===== config.mk =====
export PLATFORM = sky130hd
export DESIGN_NAME = calculator_param
export DESIGN_NICKNAME = d
export VERILOG_FILES = /design/src/rtl/calculator_param.sv
export SDC_FILE = /design/constraint.sdc
export NUM_CORES = 1
export LEC_CHECK = 0
export ABC_AREA = 1
export CORE_MARGIN = 8
export CORE_UTILIZATION = 57
export CTS_BUF_LIST = sky130_fd_sc_hd__clkbuf_16
export CTS_CLUSTER_SIZE = 14
export DETAILED_ROUTE_END_ITERATION = 6
export PLACE_DENSITY = 0.86
export SLEW_MARGIN = 20
export SYNTH_ARGS = -nofsm -noshare
export SYNTH_HDL_FRONTEND = slang
export SYNTH_SLANG_ARGS = --single-unit

===== constraint.sdc =====
create_clock -name clk -period 2.25 [get_ports clk]
set_input_delay 0.3375 -clock clk [delete_from_list [all_inputs] [get_ports clk]]
set_output_delay 0.3375 -clock clk [all_outputs]
set_load 0.05 [all_outputs]

===== src/rtl/calculator_param.sv =====
// ============================================================================
// Module   : calculator_param
// Purpose  : Parameterised multi-cycle calculator with shift-add multiply and
//            restoring divide, controlled by a five-state FSM.
// Revision : 1.0 - initial release
// ============================================================================
`default_nettype none

module calculator_param #(
    parameter int W = 4
) (
    input  logic         clk,
    input  logic         rst,
    input  logic         Go,
    input  logic [W-1:0] x,
    input  logic [W-1:0] y,
    input  logic [2:0]   f,
    output logic         Done,
    output logic         Busy,
    output logic         Err,
    output logic [W-1:0] Out_H,
    output logic [W-1:0] Out_L
);

    localparam int            CW     = $clog2(W + 1);
    localparam logic [CW-1:0] c_TERM = CW'(W - 1);

    localparam logic [2:0] c_OP_ADD = 3'b000;
    localparam logic [2:0] c_OP_SUB = 3'b001;
    localparam logic [2:0] c_OP_AND = 3'b010;
    localparam logic [2:0] c_OP_XOR = 3'b011;
    localparam logic [2:0] c_OP_MUL = 3'b100;
    localparam logic [2:0] c_OP_DIV = 3'b101;
    localparam logic [2:0] c_OP_MAX = 3'b110;

    typedef enum logic [2:0] {
        S_IDLE = 3'd0,
        S_EXEC = 3'd1,
        S_MUL  = 3'd2,
        S_DIV  = 3'd3,
        S_DONE = 3'd4
    } state_t;

    state_t         r_state;
    state_t         w_next;
    logic [W-1:0]   r_a;
    logic [W-1:0]   r_b;
    logic [2:0]     r_f;
    logic [CW-1:0]  r_cnt;
    logic [W-1:0]   r_hi;
    logic [W-1:0]   r_lo;
    logic [W-1:0]   r_out_h;
    logic [W-1:0]   r_out_l;
    logic           r_err;

    // Single-cycle result
    logic [W:0]     w_add;
    logic [W-1:0]   w_res_h;
    logic [W-1:0]   w_res_l;
    logic           w_res_err;

    // Iterative step: {r_hi,r_lo} is product (mul) or {remainder,quotient} (div)
    logic [W:0]     w_mul_sum;
    logic [W-1:0]   w_mul_hi;
    logic [W-1:0]   w_mul_lo;
    logic [W:0]     w_div_shift;
    logic           w_div_fit;
    logic [W-1:0]   w_div_hi;
    logic [W-1:0]   w_div_lo;

    assign w_add       = {1'b0, r_a} + {1'b0, r_b};

    assign w_mul_sum   = {1'b0, r_hi} + (r_lo[0] ? {1'b0, r_a} : '0);
    assign w_mul_hi    = w_mul_sum[W:1];
    assign w_mul_lo    = {w_mul_sum[0], r_lo[W-1:1]};

    // The restored remainder is always below r_b, so W-bit subtraction suffices
    assign w_div_shift = {r_hi, r_lo[W-1]};
    assign w_div_fit   = (w_div_shift >= {1'b0, r_b});
    assign w_div_hi    = w_div_fit ? (w_div_shift[W-1:0] - r_b) : w_div_shift[W-1:0];
    assign w_div_lo    = {r_lo[W-2:0], w_div_fit};

    always_comb begin
        w_res_h   = '0;
        w_res_l   = '0;
        w_res_err = 1'b0;
        case (r_f)
            c_OP_ADD: begin
                w_res_l = w_add[W-1:0];
                w_res_h = {{(W-1){1'b0}}, w_add[W]};
            end
            c_OP_SUB: begin
                w_res_l = r_a - r_b;
                w_res_h = {W{(r_a < r_b)}};
            end
            c_OP_AND: w_res_l = r_a & r_b;
            c_OP_XOR: w_res_l = r_a ^ r_b;
            c_OP_MAX: w_res_l = (r_a > r_b) ? r_a : r_b;
            c_OP_DIV: begin
                w_res_err = 1'b1;
                w_res_l   = '1;
                w_res_h   = r_a;
            end
            c_OP_MUL: w_res_l = '0;
            default:  w_res_err = 1'b1;
        endcase
    end

    always_ff @(posedge clk) begin
        if (rst) r_state <= S_IDLE;
        else     r_state <= w_next;
    end

    always_comb begin
        w_next = r_state;
        case (r_state)
            S_IDLE: if (Go) w_next = S_EXEC;
            S_EXEC: begin
                if (r_f == c_OP_MUL)                     w_next = S_MUL;
                else if (r_f == c_OP_DIV && r_b != '0)   w_next = S_DIV;
                else                                     w_next = S_DONE;
            end
            S_MUL:  if (r_cnt == c_TERM) w_next = S_DONE;
            S_DIV:  if (r_cnt == c_TERM) w_next = S_DONE;
            S_DONE: w_next = S_IDLE;
            default: w_next = S_IDLE;
        endcase
    end

    always_ff @(posedge clk) begin
        if (rst) begin
            r_a     <= '0;
            r_b     <= '0;
            r_f     <= '0;
            r_cnt   <= '0;
            r_hi    <= '0;
            r_lo    <= '0;
            r_out_h <= '0;
            r_out_l <= '0;
            r_err   <= 1'b0;
        end else begin
            case (r_state)
                S_IDLE: if (Go) begin
                    r_a <= x;
                    r_b <= y;
                    r_f <= f;
                end
                S_EXEC: begin
                    r_cnt <= '0;
                    r_hi  <= '0;
                    r_lo  <= (r_f == c_OP_MUL) ? r_b : r_a;
                    if (w_next == S_DONE) begin
                        r_out_h <= w_res_h;
                        r_out_l <= w_res_l;
                        r_err   <= w_res_err;
                    end
                end
                S_MUL: begin
                    r_hi  <= w_mul_hi;
                    r_lo  <= w_mul_lo;
                    r_cnt <= r_cnt + CW'(1);
                    if (r_cnt == c_TERM) begin
                        r_out_h <= w_mul_hi;
                        r_out_l <= w_mul_lo;
                        r_err   <= 1'b0;
                    end
                end
                S_DIV: begin
                    r_hi  <= w_div_hi;
                    r_lo  <= w_div_lo;
                    r_cnt <= r_cnt + CW'(1);
                    if (r_cnt == c_TERM) begin
                        r_out_h <= w_div_hi;
                        r_out_l <= w_div_lo;
                        r_err   <= 1'b0;
                    end
                end
                default: ;
            endcase
        end
    end

    assign Done  = (r_state == S_DONE);
    assign Busy  = (r_state != S_IDLE);
    assign Err   = r_err;
    assign Out_H = r_out_h;
    assign Out_L = r_out_l;

endmodule

`default_nettype wire


---- Word-level counts from Yosys, hierarchy flattened ----
Cells that the tools add are included.
storage, ports and cells
  latch bits .............................. 0
  input port bits ......................... 14
  memories ................................ 0
  memory bits (writable) .................. 0
  word-level logic and storage cells ...... 74
  output and inout bits ................... 11
  ROM bits ................................ 0
  register bits after elaboration ......... 34
operators by class
  shifts and indexed selects .............. 0
  $mul .................................... 0
  add/sub/neg operators ................... 5
  div/mod/pow operators ................... 0
  equality and inequality tests ........... 16
  mux-type cells .......................... 26
  reductions and logical operators ........ 12
  bitwise logic cells ..................... 2
  magnitude comparators ................... 3
operators by type and width
  kind                   number
  $pmux W4 S3            5
  $mux W4                10
  $pmux W4 S6            1
  $eq A3 B2 Y1 const B   5
  $eq A3 B3 Y1 const B   5
  $mux W3                4
  $add A4 B4 Y5          2
  $pmux W3 S3            1
  $sub A4 B4 Y4          2
  $eq A3 B1 Y1 const B   2
  $logic_not A3 Y1       2
  $ne A2 B2 Y1 const B   3
  $pmux W3 S2            1
  $reduce_bool A3 Y1     2
  $reduce_or A6 Y1       1
  $ge A5 B4 Y1           1
  $and A4 B4 Y4          1
  $gt A4 B4 Y1           1
  $lt A4 B4 Y1           1
  $reduce_and A4 Y1      1
  $reduce_bool A4 Y1     1
  $xor A4 B4 Y4          1
  $add A3 B1 Y3 const B  1
  $mux W1                3
  other kinds (7)        7

---- Longest topological paths before layout ----
Gate-level depths: netlist of the first run.
  word-level depth ........................ 8
  depth in mapped cells ................... 14
  depth with buffers taken out ............ 14

---- Worst setup path after synthesis of the first run ----
No wires, ideal clock.
  path type ............................... register -> output
  from .................................... reg r_state[2]
  to ...................................... out Done
  cell stages (with the launch flop) ...... 3
  path slack .............................. 0.292 ns
  required time ........................... 1.913 ns
  arrival ................................. 1.620 ns
  cells stage by stage .................... dfxtp_1 > inv_1 > nor3_1
between the ends
  longest elaborated chain between the ends .. 1
RTL lines
  what                    RTL line  RTL
  start, declared         44        state_t r_state;
  start signal, assigned  111       else r_state <= w_next;
  $eq A3 B3 Y1            183       assign Done = (r_state == S_DONE);
  end, declared           18        output logic Done,
Every way passes these cells.

---- Worst setup path in the final report of the first run ----
  from .................................... reg r_state[2]
  to ...................................... out Busy
between the ends
  longest elaborated chain between the ends .. 1
RTL lines
  what                RTL line  RTL
  $reduce_bool A3 Y1  184       assign Busy = (r_state != S_IDLE);
  end, declared       19        output logic Busy,
Every way passes these cells.

==> metrics.txt, run 1 <==
Synthesized Nets=395; Antenna Cells=0; Ports=25; routed wire length=6.85 mm; IO buf count=24; largest net degree at the start of global routing=24; clk sink count=34; crit path max-delay cell type=clkdlybuf4s50_1; core box area=4230 µm²; DR pass1 iterations=6; DP HPWL=5.30 mm; fin crit period=2.11 ns; Yosys reg bits=34; Min Hold Slack=0.461 ns; drt drc=0; initial antenna violation count=0; Least-Margin Pin Slew=0.516 ns; TritonCTS clock tree=yes; delay-heaviest family, CP=buffers and inverters; Setup TNS=0 ns; Pins Over Slew Limit=0; Area Growth Syn to Fin=18.9%; commonest non-fill, non-tap cell in the layout=nand2_1; post-synthesis cell type count=36; CTS Buf Count=5; H-tree lvl count=2; Final period util=93.8%; # rows=24; critical path endpoint category=primary output; final core utilization=68.7%; Largest stage delay, worst path=0.80 ns; Die Area=6650 µm²; PwrDens=801 nW/µm²; Routed Antenna Nets=0; LEAKAGE=1.43 nW; status=complete, no violations; Main synth FF type=dfxtp_1; Crit Path Max Fanout=5; routed len/inst=15.6 µm; crit path cell chain=inv_1, nand2_1, clkdlybuf4s50_1; gr ovfl total=0; CP bufs+invs=2; worst hold path type=flip-flop to flip-flop; DRT iter0 DRCs=305; DP Area=2740 µm²; final setup margin=0.139 ns; Final setup viols=0; Worst-path clk slew=0.05 ns; CP arrival=1.77 ns; Vias/cell=5.71; Post-Synthesis Cells=359; Post-synth EDFFs=0; vias in the first global route=2504; GPL Wtd Cong=0.983; Final Skew=0.00588 ns; Final #Nets=423; DP Worst Slack=0.194 ns; layout cell share with drive strength beyond 1=9.79%; Vias=2511; RSZ-0062 raised after global routing=no; worst-skew pair later-pin latency=0.28 ns; crit start category=flip-flop; Syn Std Cell Area=2450 µm²; YS warnings=0; most frequent cells in the layout=nand2_1 (66), inv_1 (55), nand3_1 (39); Die Ht=81.5 µm; hold_buf cts=0; Setup CP Type=flip-flop to primary output; FMAX=474 MHz; CTS Buffer Depth=2; Worst slew margin=65.5%; Max VDD drop=538 µV; Final Instance Area=2910 µm²; total track usage=22.7%; syn_area_per_cell=6.82 µm²; first-pass GRT wire length=12.0 mm; ys async rst share=0%; die width=81.5 µm; CP required=1.91 ns; Seq/Total Area, Yosys=27.8%; Hold Vio Cnt, Final=0; Root Driver=clkbuf_16; effective utilization at floorplan=57.8%; MaxCap Viol Count=0
-- Yosys cell counts (3+ instances only) --
cell type	instances	area, µm²
a21oi_1	29	145
a31oi_1	3	18.8
dfxtp_1	34	681
o21ai_0	34	170
fa_1	4	80.1
nand2_2	3	18.8
nand2_1	67	251
a22oi_1	3	22.5
ha_1	18	225
inv_1	56	210
inv_2	6	22.5
o211ai_1	3	22.5
nor2_1	20	75.1
nand3_1	39	195
nor3_1	4	20.0
nand4_1	9	56.3
buf_2	3	15.0
-- cells by family after synthesis --
| group | count (synthesis) | synth area share [%] |
|---|---|---|
| compound gates | 79 | 17.7 |
| xor+xnor | 1 | 0.358 |
| fa+ha+maj | 22 | 12.5 |
| buf+inv | 70 | 11.7 |
| flops | 34 | 27.8 |
| simple gates | 153 | 30.0 |
-- per-layer routing --
| layer | share of wire (%) | vias to the layer above | global-route usage [%] |
|---|---|---|---|
| met3 | 8.0 | 35 | 5.69 |
| met2 | 45 | 128 | 35.5 |
| met5 | 0 | - | 0 |
| met1 | 43 | 1103 | 28.7 |
| met4 | 3.6 | 0 | 10.9 |
| li1 | - | 1245 | - |
-- what timing repair did --
| item | CTS | global route |
|---|---|---|
| setup endpoints to repair | 0 | 2 |
| buffers inserted | 0 | 0 |
| gates resized for setup | 0 | 5 |
-- cell type report --
class | count | area [µm²]
well taps | 52 | 65.1
fillers | 373 | 1320
clock buffers | 5 | 125
clock inverters | 3 | 41.3
flip-flops and latches | 34 | 682
repair buffers | 29 | 275
multi-input cells | 255 | 1490
inverters | 62 | 233
-- power by group --
group	leakage (nW)	internal [W]	total, W	switching (W)
clock	0.0812	0.000518	0.000780	0.000262
combinational	1.07	0.000273	0.000809	0.000536
sequential	0.279	0.000666	0.000743	0.0000768
total	1.43	0.00146	0.00233	0.000875
-- through the flow --
stage                     total power, W  std cells
after floorplan                  0.00131        359
after global routing             0.00247        440
after global placement           0.00153        432
final                            0.00233        440
after detailed placement         0.00154        432
after CTS                        0.00231        440
-- sequential cells by signal, indices dropped and copies added (netlist names) --
name     count
r_hi         4
r_f          3
r_lo         4
r_cnt        3
Out_L        4
Out_H        4
r_state      3
r_b          4
Err          1
r_a          4
-- final timing paths --
kind,to,slack (ns),from,cells past startpoint
max,Busy,0.14,r_state[2]$_SDFF_PP0_,3
min,r_cnt[0]$_SDFFE_PP0P_,0.46,r_cnt[0]$_SDFFE_PP0P_,1
max reg2reg,Out_L[0]$_SDFFE_PP0P_,0.19,r_a[0]$_SDFFE_PP0P_,14
min reg2reg,r_cnt[0]$_SDFFE_PP0P_,0.46,r_cnt[0]$_SDFFE_PP0P_,1
Power figures use the tool's default switching activity.
==> run 2, diff against run 1 <==
--- a/config.mk
+++ b/config.mk
@@ -7,11 +7,11 @@
 export LEC_CHECK = 0
 export ABC_AREA = 1
 export CORE_MARGIN = 8
-export CORE_UTILIZATION = 57
+export CORE_UTILIZATION = 60
 export CTS_BUF_LIST = sky130_fd_sc_hd__clkbuf_16
 export CTS_CLUSTER_SIZE = 14
 export DETAILED_ROUTE_END_ITERATION = 6
-export PLACE_DENSITY = 0.86
+export PLACE_DENSITY = 0.9
 export SLEW_MARGIN = 20
 export SYNTH_ARGS = -nofsm -noshare
 export SYNTH_HDL_FRONTEND = slang
==> constraint.sdc (replaced) <==
create_clock -name clk -period 2.5 [get_ports clk]
set_input_delay 0.375 -clock clk [delete_from_list [all_inputs] [get_ports clk]]
set_output_delay 0.375 -clock clk [all_outputs]
set_load 0.05 [all_outputs]
==> metrics.txt, run 2 (synthesis gave the netlist of run 1 again) <==
die width=79.9 µm (-2.0%); CTS Buffer Depth=2 (unchanged); layout cell share with drive strength beyond 1=7.77% (-2.0 points); Die Area=6380 µm² (-4.0%); Placed Instances=428 (-0.93%); DP HPWL=5.20 mm (-1.8%); commonest non-fill, non-tap cell in the layout=nand2_1; DRT iter0 DRCs=362 (+19%); Setup TNS=0 ns (unchanged); Max VDD drop=523 µV (-2.8%); delay-heaviest family, CP=buffers and inverters; crit path cell chain=inv_1, nor3_1, clkdlybuf4s50_1; routed wire length=6.96 mm (+1.7%); Post-Layout Cell Count=436 (-0.91%); first-pass GRT wire length=11.6 mm (-3.0%); CTS Buf Count=5 (unchanged); Final setup viols=0 (unchanged); H-tree lvl count=2 (unchanged); Final #Nets=421 (-0.47%); crit path max-delay cell type=clkdlybuf4s50_1; Vias=2599 (+3.5%); initial antenna violation count=0 (unchanged); Final period util=90.3%; fin crit period=2.26 ns; worst hold path type=flip-flop to flip-flop; Final Instance Area=2860 µm² (-1.7%); core box area=3970 µm² (-6.2%); PwrDens=694 nW/µm² (-13%); GPL Wtd Cong=1.01 (+2.5%); CP bufs+invs=2 (unchanged); # resized after CTS=0 (unchanged); hold_buf cts=0 (unchanged); routed len/inst=16.0 µm (+2.6%); largest net degree at the start of global routing=24 (unchanged); gr ovfl total=0 (unchanged); total track usage=23.0% (+0.22 points); critical path endpoint category=primary output; Crit Path Max Fanout=5 (unchanged); min-delay src=r_cnt[1]$_SDFFE_PP0P_; Worst slew margin=65.6% (+0.12 points); TritonCTS clock tree=yes; worst-skew pair later-pin latency=0.29 ns (about the same); # rows=23 (-4.2%); Hold Vio Cnt, Final=0 (unchanged); Pins Over Slew Limit=0 (unchanged); Vias/cell=5.96 (+4.5%); Critical Path Start=r_state[2]$_SDFF_PP0_; drt drc=0 (unchanged); Fillers=312 (-16%); DR pass1 iterations=5 (-1); DP Area=2720 µm² (-0.55%); Root Driver=clkbuf_16; Die Ht=79.9 µm (-2.0%); Post-CTS Setup Repair Bufs=0 (unchanged); RR Startpoint=r_b[2]$_SDFFE_PP0P_; Antenna Cells=0 (unchanged); clk sink count=34 (unchanged); Final Skew=0.00839 ns (+0.00251 ns); Least-Margin Pin Slew=0.514 ns (-0.00184 ns); IO buf count=24 (unchanged); Setup CP Type=flip-flop to primary output; LEAKAGE=1.41 nW (-1.8%); Ports=25 (unchanged); most frequent cells in the layout=nand2_1 (67), inv_1 (56), nand3_1 (39); final core utilization=72.1% (+3.3 points); Routed Antenna Nets=0 (unchanged); MaxCap Viol Count=0 (unchanged); effective utilization at floorplan=61.6% (+3.8 points); Largest stage delay, worst path=0.84 ns (+0.04 ns); CP required=2.12 ns (+0.21 ns); status=complete, no violations; vias in the first global route=2485 (-0.76%); Worst-path clk slew=0.05 ns (about the same); crit start category=flip-flop; Area Growth Syn to Fin=16.9%; FMAX=443 MHz; RSZ-0062 raised after global routing=no; CP arrival=1.88 ns (+0.11 ns)
## run 2: layout make-up
| cell class | instances | area [µm²] | share of cell area (%) |
|---|---|---|---|
| clock buffers | 5 | 125 | 4.37 |
| repair buffers | 27 | 263 | 9.18 |
| inverters | 62 | 233 | 8.13 |
| flip-flops and latches | 34 | 681 | 23.8 |
| clock inverters | 3 | 16.3 | 0.568 |
| well taps | 50 | 62.6 | 2.19 |
| multi-input cells | 255 | 1480 | 51.8 |
## run 2: final timing paths
check	end	slack, ns	cells past startpoint
worst max-delay path	Done	0.24	3
worst min-delay path	r_cnt[1]$_SDFFE_PP0P_	0.48	2
worst max register to register	r_lo[0]$_SDFFE_PP0P_	0.43	10
worst min register to register	r_cnt[1]$_SDFFE_PP0P_	0.48	2
## run 2: routing by layer
| layer | GRT usage (%) | share of wire [%] | up-vias | wire length, µm |
|---|---|---|---|---|
| li1 | - | - | 1239 | - |
| met2 | 38.7 | 47 | 147 | 3280 |
| met4 | 9.64 | 2.9 | 0 | 201 |
| met1 | 26.7 | 41 | 1184 | 2850 |
| met5 | 0 | 0 | - | 0 |
| met3 | 6.19 | 9.0 | 29 | 630 |
## run 2: power breakdown
group          switching, W  internal [W]
logic              0.000472      0.000240
clock network      0.000241      0.000363
registers         0.0000706      0.000599
total              0.000783       0.00120
## run 2: metrics by stage
stage | setup slack, ns | hold slack [ns] | total power, W
2_1_floorplan | 0.505 | 0.429 | 0.00118
3_3_place_gp | 0.512 | 0.444 | 0.00136
3_5_place_dp | 0.498 | 0.459 | 0.00137
4_1_cts | 0.235 | 0.474 | 0.00197
5_1_grt | 0.159 | 0.496 | 0.00210
6_report | 0.242 | 0.478 | 0.00199
## run 2: worst reg2reg max path, cell delays in order (launching register included)
cell,delay [ns]
dfxtp_1,0.36
inv_1,0.13
ha_1,0.37
a21oi_1,0.23
o21ai_1,0.11
nand2_1,0.16
nand2_2,0.11
a22oi_1,0.25
nand3_1,0.13
nand2_1,0.08
inv_1,0.03
